**config.mk**
```make
export PLATFORM = sky130hd
export DESIGN_NAME = fp11_accum_flat
export DESIGN_NICKNAME = d
export VERILOG_FILES = /design/src/rtl/fp11_pkg.sv /design/src/rtl/fp11_accum_if.sv /design/src/rtl/fp11_add_core.sv /design/src/rtl/fp11_accum.sv /design/src/flat_wrapper.sv
export SDC_FILE = /design/constraint.sdc
export NUM_CORES = 1
export LEC_CHECK = 0
export CORE_ASPECT_RATIO = 0.9
export CORE_MARGIN = 8
export CORE_UTILIZATION = 50
export DETAILED_ROUTE_END_ITERATION = 8
export PLACE_DENSITY = 0.68
export SETUP_SLACK_MARGIN = 0.15
export SLEW_MARGIN = 0
export SYNTH_ARGS = -nofsm -noshare
export SYNTH_HDL_FRONTEND = slang
export SYNTH_HIERARCHICAL = 1
export SYNTH_SLANG_ARGS = --single-unit
```
**constraint.sdc**
```tcl
create_clock -name clk -period 9.2 [get_ports clk]
set_input_delay 0.92 -clock clk [delete_from_list [all_inputs] [get_ports clk]]
set_output_delay 0.92 -clock clk [all_outputs]
set_load 0.05 [all_outputs]
```
**src/rtl/fp11_pkg.sv**
```systemverilog
// fp11 format constants, FSM state type and pack/unpack helpers shared by
// the accumulator and its add core.
package fp11_pkg;

  localparam int unsigned SIGN_BIT = 10;
  localparam int unsigned EXP_W    = 6;
  localparam int unsigned MAN_W    = 4;
  localparam int unsigned SIG_W    = 8;   // hidden 1 + mantissa + 3 guard bits

  localparam int unsigned EXP_BIAS = 31;
  localparam int unsigned EXP_MAX  = 63;

  localparam logic [10:0] FP11_ZERO    = 11'h000;
  localparam logic [9:0]  FP11_MAX_MAG = 10'h3FF;

  typedef enum logic [1:0] {
    S_ACC,
    S_ALIGN,
    S_ADD,
    S_OUT
  } state_t;

  typedef struct packed {
    logic             sign;
    logic [EXP_W-1:0] exp;
    logic [SIG_W-1:0] sig;
  } fp11_unp_t;

  // Operands after alignment; A is the larger magnitude, B already shifted.
  typedef struct packed {
    logic             sign_a;
    logic             sign_b;
    logic [EXP_W-1:0] exp_a;
    logic [SIG_W-1:0] sig_a;
    logic [SIG_W-1:0] sig_b;
  } fp11_align_t;

  // A zero exponent field means zero regardless of the mantissa bits.
  function automatic fp11_unp_t fp11_unpack(input logic [10:0] w);
    fp11_unp_t u;
    u.sign = w[SIGN_BIT];
    u.exp  = w[9:4];
    u.sig  = (w[9:4] == '0) ? '0 : {1'b1, w[3:0], 3'b000};
    return u;
  endfunction

  // Guard bits are simply dropped (truncation rounding).
  function automatic logic [10:0] fp11_pack(input logic             sign,
                                            input logic [EXP_W-1:0] exp,
                                            input logic [SIG_W-1:0] sig);
    return {sign, exp, sig[6:3]};
  endfunction

endpackage

```
**src/rtl/fp11_accum_if.sv**
```systemverilog
// Term input and group-result output handshakes of the fp11 accumulator.
interface fp11_accum_if;
  logic [10:0] in_data;
  logic        in_valid;
  logic        in_ready;
  logic [10:0] out_data;
  logic        out_valid;
  logic        out_ready;
  logic        out_ovf;
  logic        out_unf;

  modport slave (
    input  in_data, in_valid, out_ready,
    output in_ready, out_data, out_valid, out_ovf, out_unf
  );

  modport master (
    output in_data, in_valid, out_ready,
    input  in_ready, out_data, out_valid, out_ovf, out_unf
  );
endinterface

```
**src/rtl/fp11_add_core.sv**
```systemverilog
// Combinational fp11 adder split in two halves: align (swap + shift) and
// add/normalize/pack. The caller registers the align result in between.
module fp11_add_core
  import fp11_pkg::*;
(
  input  logic [10:0] i_acc,
  input  logic [10:0] i_term,
  output fp11_align_t o_align,
  input  fp11_align_t i_align,
  output logic [10:0] o_sum,
  output logic        o_ovf,
  output logic        o_unf
);

  fp11_unp_t          w_acc_u;
  fp11_unp_t          w_term_u;
  fp11_unp_t          w_big;
  fp11_unp_t          w_small;
  logic [9:0]         w_key_acc;
  logic [9:0]         w_key_term;
  logic [EXP_W-1:0]   w_diff;
  logic [SIG_W:0]     w_sum9;
  logic [3:0]         w_lz;
  logic               w_found;
  logic [SIG_W-1:0]   w_norm;
  logic signed [7:0]  w_exp;

  // Align: order operands by magnitude and shift the smaller one right.
  always_comb begin
    w_acc_u    = fp11_unpack(i_acc);
    w_term_u   = fp11_unpack(i_term);
    w_key_acc  = (w_acc_u.sig  == '0) ? '0 : i_acc[9:0];
    w_key_term = (w_term_u.sig == '0) ? '0 : i_term[9:0];
    if (w_key_term > w_key_acc) begin
      w_big   = w_term_u;
      w_small = w_acc_u;
    end else begin
      w_big   = w_acc_u;
      w_small = w_term_u;
    end
    w_diff         = w_big.exp - w_small.exp;
    o_align.sign_a = w_big.sign;
    o_align.sign_b = w_small.sign;
    o_align.exp_a  = w_big.exp;
    o_align.sig_a  = w_big.sig;
    o_align.sig_b  = (w_diff >= 6'd8) ? '0 : (w_small.sig >> w_diff);
  end

  // Add/subtract, normalize, then saturate or flush on exponent range.
  always_comb begin
    o_sum   = FP11_ZERO;
    o_ovf   = 1'b0;
    o_unf   = 1'b0;
    w_lz    = '0;
    w_found = 1'b0;
    w_norm  = '0;
    w_exp   = '0;
    if (i_align.sign_a == i_align.sign_b)
      w_sum9 = {1'b0, i_align.sig_a} + {1'b0, i_align.sig_b};
    else
      w_sum9 = {1'b0, i_align.sig_a} - {1'b0, i_align.sig_b};

    for (int unsigned i = 0; i < 8; i++) begin
      if (!w_found) begin
        if (w_sum9[3'(7 - i)]) w_found = 1'b1;
        else                   w_lz    = w_lz + 4'd1;
      end
    end

    if (w_sum9[8]) begin
      w_norm = w_sum9[8:1];
      w_exp  = $signed({2'b00, i_align.exp_a}) + 8'sd1;
    end else begin
      w_norm = w_sum9[7:0] << w_lz;
      w_exp  = $signed({2'b00, i_align.exp_a}) - $signed({4'b0000, w_lz});
    end

    if (w_sum9 == '0) begin
      o_sum = FP11_ZERO;
    end else if (w_exp > 8'sd63) begin
      o_sum = {i_align.sign_a, FP11_MAX_MAG};
      o_ovf = 1'b1;
    end else if (w_exp < 8'sd1) begin
      o_sum = FP11_ZERO;
      o_unf = 1'b1;
    end else begin
      o_sum = fp11_pack(i_align.sign_a, w_exp[5:0], w_norm);
    end
  end

endmodule

```
**src/rtl/fp11_accum.sv**
```systemverilog
// Accumulates LEN fp11 terms per group into one fp11 sum with sticky
// overflow/underflow flags; one term per three cycles.
module fp11_accum
  import fp11_pkg::*;
#(
  parameter int LEN   = 4,
  parameter int CNT_W = 8
) (
  input  logic         clk,
  input  logic         rst_n,
  fp11_accum_if.slave  bus
);

  state_t             r_state;
  logic [10:0]        r_term;
  logic [10:0]        r_acc;
  fp11_align_t        r_align;
  logic [CNT_W-1:0]   r_cnt;
  logic               r_ovf;
  logic               r_unf;
  logic               r_in_ready;
  logic               r_out_valid;

  fp11_align_t        w_align;
  logic [10:0]        w_sum;
  logic               w_ovf;
  logic               w_unf;

  fp11_add_core u_add (
    .i_acc   (r_acc),
    .i_term  (r_term),
    .o_align (w_align),
    .i_align (r_align),
    .o_sum   (w_sum),
    .o_ovf   (w_ovf),
    .o_unf   (w_unf)
  );

  assign bus.in_ready  = r_in_ready;
  assign bus.out_valid = r_out_valid;
  assign bus.out_data  = r_acc;
  assign bus.out_ovf   = r_ovf;
  assign bus.out_unf   = r_unf;

  // Group FSM: accept term, align, add, and present the result per group.
  // in_ready comes up one cycle after reset since it is a registered output.
  always_ff @(posedge clk or negedge rst_n) begin
    if (!rst_n) begin
      r_state     <= S_ACC;
      r_term      <= FP11_ZERO;
      r_acc       <= FP11_ZERO;
      r_align     <= '0;
      r_cnt       <= '0;
      r_ovf       <= 1'b0;
      r_unf       <= 1'b0;
      r_in_ready  <= 1'b0;
      r_out_valid <= 1'b0;
    end else begin
      case (r_state)
        S_ACC: begin
          if (r_in_ready && bus.in_valid) begin
            r_term     <= bus.in_data;
            r_in_ready <= 1'b0;
            r_state    <= S_ALIGN;
          end else begin
            r_in_ready <= 1'b1;
          end
        end
        S_ALIGN: begin
          r_align <= w_align;
          r_state <= S_ADD;
        end
        S_ADD: begin
          r_acc <= w_sum;
          r_ovf <= r_ovf | w_ovf;
          r_unf <= r_unf | w_unf;
          r_cnt <= r_cnt + CNT_W'(1);
          if (r_cnt == CNT_W'(LEN - 1)) begin
            r_out_valid <= 1'b1;
            r_state     <= S_OUT;
          end else begin
            r_in_ready <= 1'b1;
            r_state    <= S_ACC;
          end
        end
        S_OUT: begin
          if (bus.out_ready) begin
            r_acc       <= FP11_ZERO;
            r_cnt       <= '0;
            r_ovf       <= 1'b0;
            r_unf       <= 1'b0;
            r_out_valid <= 1'b0;
            r_in_ready  <= 1'b1;
            r_state     <= S_ACC;
          end
        end
        default: r_state <= S_ACC;
      endcase
    end
  end

endmodule

```
**src/flat_wrapper.sv**
```systemverilog
// flat-port wrapper written by rule: the top's interface ports become plain ports
module fp11_accum_flat import fp11_pkg::*;
#(
  parameter int LEN   = 4,
  parameter int CNT_W = 8
)
  (clk, rst_n, bus_in_data, bus_in_valid, bus_out_ready, bus_in_ready, bus_out_data, bus_out_valid, bus_out_ovf, bus_out_unf);
  fp11_accum_if bus_i ();
  input  logic clk;
  input  logic rst_n;
  input wire logic [$bits(bus_i.in_data)-1:0] bus_in_data;
  input wire logic [$bits(bus_i.in_valid)-1:0] bus_in_valid;
  input wire logic [$bits(bus_i.out_ready)-1:0] bus_out_ready;
  output wire logic [$bits(bus_i.in_ready)-1:0] bus_in_ready;
  output wire logic [$bits(bus_i.out_data)-1:0] bus_out_data;
  output wire logic [$bits(bus_i.out_valid)-1:0] bus_out_valid;
  output wire logic [$bits(bus_i.out_ovf)-1:0] bus_out_ovf;
  output wire logic [$bits(bus_i.out_unf)-1:0] bus_out_unf;
  assign bus_i.in_data = bus_in_data;
  assign bus_i.in_valid = bus_in_valid;
  assign bus_i.out_ready = bus_out_ready;
  assign bus_in_ready = bus_i.in_ready;
  assign bus_out_data = bus_i.out_data;
  assign bus_out_valid = bus_i.out_valid;
  assign bus_out_ovf = bus_i.out_ovf;
  assign bus_out_unf = bus_i.out_unf;
  fp11_accum #(.LEN(LEN), .CNT_W(CNT_W)) u_core (.clk(clk), .rst_n(rst_n), .bus(bus_i));
endmodule
```
==> out/metrics.csv, run 1 <==
metric,value,unit
status,completed,
hp-class,register to register,
max_freq,119,MHz
antenna_left,0,
async_flop_share,100,%
wl_per_cell,17.3,um
postSynthAreaPerCell,8.62,sq um
slowest_stage,a41oi_1,
clockBufferDepth,2,
drt_iter0_markers,405,
coreArea,10800,sq um
synthXorXnorAreaFrac,6.59,%
finalSetupTns,0,ps
grt_pass1_wl,23.0,mm
cts_sinks,60,
grt_pass1_vias,4639,
syn_area,5530,sq um
cpMostUsedCell,ha_1,
ys.flop_type,dfrtp_1,
crit_path_end_kind,register,
detail_route.vias_per_cell,6.05,
routed_wirelength,13.6,mm
worst_slack,832,ps
hpwl,10.0,mm
die_area,14700,sq um
synth_edf_count,0,
initial_core_util,51.1,%
root_buffer,clkbuf_16,
synthAdderAreaFrac,9.51,%
cp_max_fo,13,
area_growth,12.0,%
setup_violations,0,
start_kind,register,
ys_types,72,
drc,0,
first_pass_iters,5,
io_buffers,29,
arrival,8540,ps
grt_max_degree,61,
cts_tree,built,
synthMuxAreaShare,14.3,%
finalCritPeriodShare,91.0,%
critPathKind,register to register,
place.gp.congestion,0.875,
critPathRequiredTime,9370,ps
pre_cts_slack,658,ps
min_period,8370,ps
antenna_cells,0,
crit_family,compound AO/OA/AOI/OAI gates,
clkSlewWorstSetupHoldPaths,50,ps
hold_violations,0,
syn_inst,641,
rows,36,
dieWidth,127,um
num_vias,4771,
drv_cap,0,
gr-total-overflow,0,
drive_gt1_share,7.33,%
rsz0062_at_grt,no,
synth-compound-area-share,17.8,%
worst_pin_slew,1210,ps
io_pins,30,
fin_nets,705,
synth-seq-cells,60,
fill_cells,974,
max_stage_delay,800,ps
multi_input_area,3750,sq um
grt_use_total,19.2,%
cp_num_buf_inv,1,
cts_buffers,9,
fp.dieH,116,um
antenna_found_initial,0,
max_slew_margin,19.2,%
yosys_warnings,6,
h-tree-depth,3,
skew,7.03,ps
drv_slew,0,
ff_latch_area,1500,sq um
clk_latency,330,ps
ys_seq_area_share,27.2,%
synth_top_family_by_area,simple AND/OR/NAND/NOR gates,
yosys.area_share.simple,19.4,%
==> path summary, 6_finish.rpt <==
| kind | endpoint | from | slack, ps | cells after the start |
|---|---|---|---|---|
| max | u_core/bus.out_data[1] | u_core/r_align[23] | 830 | 34 |
| min | u_core/r_align[14] | u_core/r_align[14] | 500 | 1 |
| max reg2reg | u_core/bus.out_data[1] | u_core/r_align[23] | 830 | 34 |
| min reg2reg | u_core/r_align[14] | u_core/r_align[14] | 500 | 1 |
| max in group asynchronous | u_core/r_cnt[3] | rst_n | 7920 | 2 |
| min in group asynchronous | u_core/r_term[3] | rst_n | 740 | 2 |
==> what timing repair did <==
action	in CTS	in global routing
hold buffers	0	0
endpoints found under the setup margin	0	11
setup buffers	0	0
gates resized for setup	0	1
==> cell type report <==
class	count	area share [%]
tap	133	2.69
clock buffer	12	4.30
multi-input combinational	514	60.7
clock inverter	4	1.13
inverter	33	2.00
timing repair buffer	32	4.97
sequential	60	24.3
==> logic make-up (layout without fill, tap and decap cells) <==
family,count (synthesis),in the layout
compound gates,148,148
xor+xnor,39,39
fa+ha+maj,41,41
buf+inv,69,81
flops,60,60
mux,73,73
other cells,1,3
simple gates,210,210
==> cells in the final DEF (no fill, tap or decap), drive strengths merged, types with 4 or more instances in the layout <==
cell            n
dfrtp          60
nand2          59
nor2           48
o21ai          48
mux2           46
ha             38
inv            33
a21oi          31
clkdlybuf4s50  28
mux2i          27
xor2           22
nand3          19
nor3           18
xnor2          17
nor2b          12
clkbuf         12
nand2b         10
a211oi          9
nor4            9
nand4           8
o22ai           8
o211ai          7
a31oi           6
o21a            5
buf             4
and3            4
==> cells in the mapped netlist (5+ instances only) <==
| cell type | n | area [sq um] |
|---|---|---|
| a211oi_1 | 8 | 60.1 |
| a21oi_1 | 31 | 155 |
| a31oi_1 | 6 | 37.5 |
| buf_2 | 8 | 40.0 |
| buf_4 | 5 | 37.5 |
| clkbuf_1 | 21 | 78.8 |
| dfrtp_1 | 60 | 1500 |
| ha_1 | 38 | 475 |
| inv_1 | 33 | 124 |
| mux2_1 | 36 | 405 |
| mux2_2 | 10 | 113 |
| mux2i_1 | 27 | 270 |
| nand2_1 | 59 | 221 |
| nand2b_1 | 10 | 62.6 |
| nand3_1 | 19 | 95.1 |
| nand4_1 | 8 | 50.1 |
| nor2_1 | 47 | 176 |
| nor2b_1 | 12 | 75.1 |
| nor3_1 | 18 | 90.1 |
| nor4_1 | 6 | 37.5 |
| o211ai_1 | 7 | 52.6 |
| o21a_1 | 5 | 37.5 |
| o21ai_0 | 30 | 150 |
| o21ai_1 | 18 | 90.1 |
| o22ai_1 | 7 | 43.8 |
| xnor2_1 | 17 | 149 |
| xor2_1 | 19 | 166 |
==> per-stage QoR <==
step / utilization [%] / area [sq um] / hold WS [ps] / std cells
CTS: 57.2 / 6180 / 500 / 788
detailed placement: 54.1 / 5850 / 487 / 772
global route: 57.3 / 6190 / 515 / 788
global placement: 54.1 / 5850 / 480 / 772
floorplan: - / 5530 / 456 / 643
finish: 57.3 / 6190 / 496 / 788
==> registers in the layout (all words and copies together) (netlist names) <==
signal,cells
u_core/r_align,24
u_core/bus.out_data,11
u_core/r_term,11
u_core/r_cnt,8
u_core/r_state,2
u_core/bus.in_ready,1
u_core/bus.out_ovf,1
u_core/bus.out_unf,1
u_core/bus.out_valid,1
==> metal layers <==
metal,vias to the layer above,GRT usage (%),wire (um)
li1,2326,-,-
met1,2304,26.0,6670
met2,128,30.8,6040
met3,13,4.19,785
met4,0,4.04,115
met5,-,0,0
Power of run 1 is not shown: default switching activity piles up to over one toggle a cycle in this logic, so the estimate is an artifact.
==> inputs of run 2 (changes only) <==
--- a/config.mk
+++ b/config.mk
@@ -5,7 +5,7 @@
 export SDC_FILE = /design/constraint.sdc
 export NUM_CORES = 1
 export LEC_CHECK = 0
-export CORE_ASPECT_RATIO = 0.9
+export CORE_ASPECT_RATIO = 1.1
 export CORE_MARGIN = 8
 export CORE_UTILIZATION = 50
 export DETAILED_ROUTE_END_ITERATION = 8
==> run 2 against run 1 <==
Against the previous run:
- first-iteration DRC count down 3.5%
- sequential share of layout area decreased by 0.064 points
- non-clock buffer count grew 2
- clock-buffer cell count fell by 2
- cell area increased by 0.26%
- critical path type unchanged
- critical endpoint is now u_core/bus.out_data[7]
==> out/metrics.csv, run 2 (synthesis results as in run 1) <==
metric,value,unit
status,completed,
die_area,14700,sq um
fin_nets,707,
skew,5.74,ps
start_kind,register,
grt_pass1_wl,22.9,mm
first_pass_iters,5,
routed_wirelength,13.7,mm
fill_cells,968,
critPathKind,register to register,
antenna_cells,0,
gr-total-overflow,0,
largest_reg_flops,24,
critPathRequiredTime,9450,ps
place.gp.congestion,0.912,
clkSlewWorstSetupHoldPaths,60,ps
cts_sinks,60,
grt_use_total,19.3,%
ff_latch_area,1500,sq um
drv_slew,0,
finalCritPeriodShare,86.5,%
hp-class,register to register,
min_period,7960,ps
reg2reg_depth,35,
stdcell_count,804,
cp_max_fo,13,
hold_violations,0,
r2r_slack,1240,ps
io_pins,30,
worst_pin_slew,1120,ps
dieWidth,116,um
finalSetupTns,0,ps
io_buffers,29,
h-tree-depth,3,
num_vias,4810,
rr_endpoint,u_core/bus.out_data[7],
antenna_found_initial,0,
placedCellCount,788,
crit_path_end,u_core/bus.out_data[7],
final_common_cell,dfrtp_1,
mostFrequentLayoutCells,"dfrtp_1 (60), nand2_1 (59), nor2_1 (47)",
fp.dieH,126,um
detail_route.vias_per_cell,5.98,
antenna_left,0,
rows,40,
post_cts_resized,0,
root_buffer,clkbuf_16,
top_register,u_core/r_align,
multi_input_area,3750,sq um
setup_violations,0,
drv_cap,0,
r2r-start,u_core/r_align[23],
crit_path_end_kind,register,
initial_core_util,50.9,%
wl_per_cell,17.0,um
grt_max_degree,61,
max_slew_margin,25.4,%
grt_pass1_vias,4580,
hpwl,10.0,mm
cts_buffers,9,
max_freq,126,MHz
slowest_stage,xnor2_1,
coreArea,10900,sq um
drc,0,
clk_latency,330,ps
post_cts_buffers,0,
rsz0062_at_grt,no,
drive_gt1_share,7.46,%
min_delay_path_depth,1,
crit_start,u_core/r_align[23],
area_growth,12.3,%
drt_iter0_markers,391,
cts_tree,built,
max_stage_delay,500,ps
clockBufferDepth,2,
arrival,8210,ps
holdBufCountCts,0,
==> run 2: per-stage QoR <==
stage | hold WS, ps | util [%] | area, sq um | setup slack, ps
finish | 498 | 57.2 | 6210 | 1240
global route | 524 | 57.2 | 6210 | 644
CTS | 504 | 57.2 | 6210 | 1350
detailed placement | 488 | 54.1 | 5880 | 1380
global placement | 475 | 54.1 | 5880 | 1620
floorplan | 456 | - | 5530 | 2100
==> run 2: per-layer routing <==
layer,up-vias,GRT usage [%],share of wire [%]
met3,12,3.01,4.1
li1,2334,-,-
met4,0,5.65,1.1
met2,126,31.1,47
met5,-,0,0
met1,2338,25.7,47
==> run 2: worst min-delay path by stage <==
stage | from | slack (ps) | end
2_1_floorplan | u_core/r_align[20] | 460 | u_core/r_align[20]
3_3_place_gp | u_core/r_align[10] | 480 | u_core/r_align[10]
3_5_place_dp | u_core/r_align[13] | 490 | u_core/r_align[13]
4_1_cts | u_core/r_align[13] | 500 | u_core/r_align[13]
5_1_grt | u_core/r_align[15] | 520 | u_core/r_align[15]
6_report | u_core/r_term[1] | 500 | u_core/r_term[1]
==> run 2: critical path: cells and delay by family (launching register included) <==
kind | cells | cell delay [ps]
and+or+nand+nor | 8 | 1130
adders and majority gates | 5 | 1440
DFF | 1 | 410
xor gates and xnor gates | 6 | 1650
muxes | 3 | 680
buffers and inverters | 2 | 260
AOI/OAI and AO/OA | 11 | 2280
==> run 2: area by class of cell <==
| cell class | instances | area share [%] |
|---|---|---|
| clock buffers | 10 | 3.85 |
| clock inverters | 6 | 1.41 |
| inverters | 33 | 2.00 |
| multi-input cells | 514 | 60.4 |
| flip-flops and latches | 60 | 24.2 |
| well taps | 147 | 2.96 |
| repair buffers | 34 | 5.20 |
Power of run 2 is left out for the same reason.
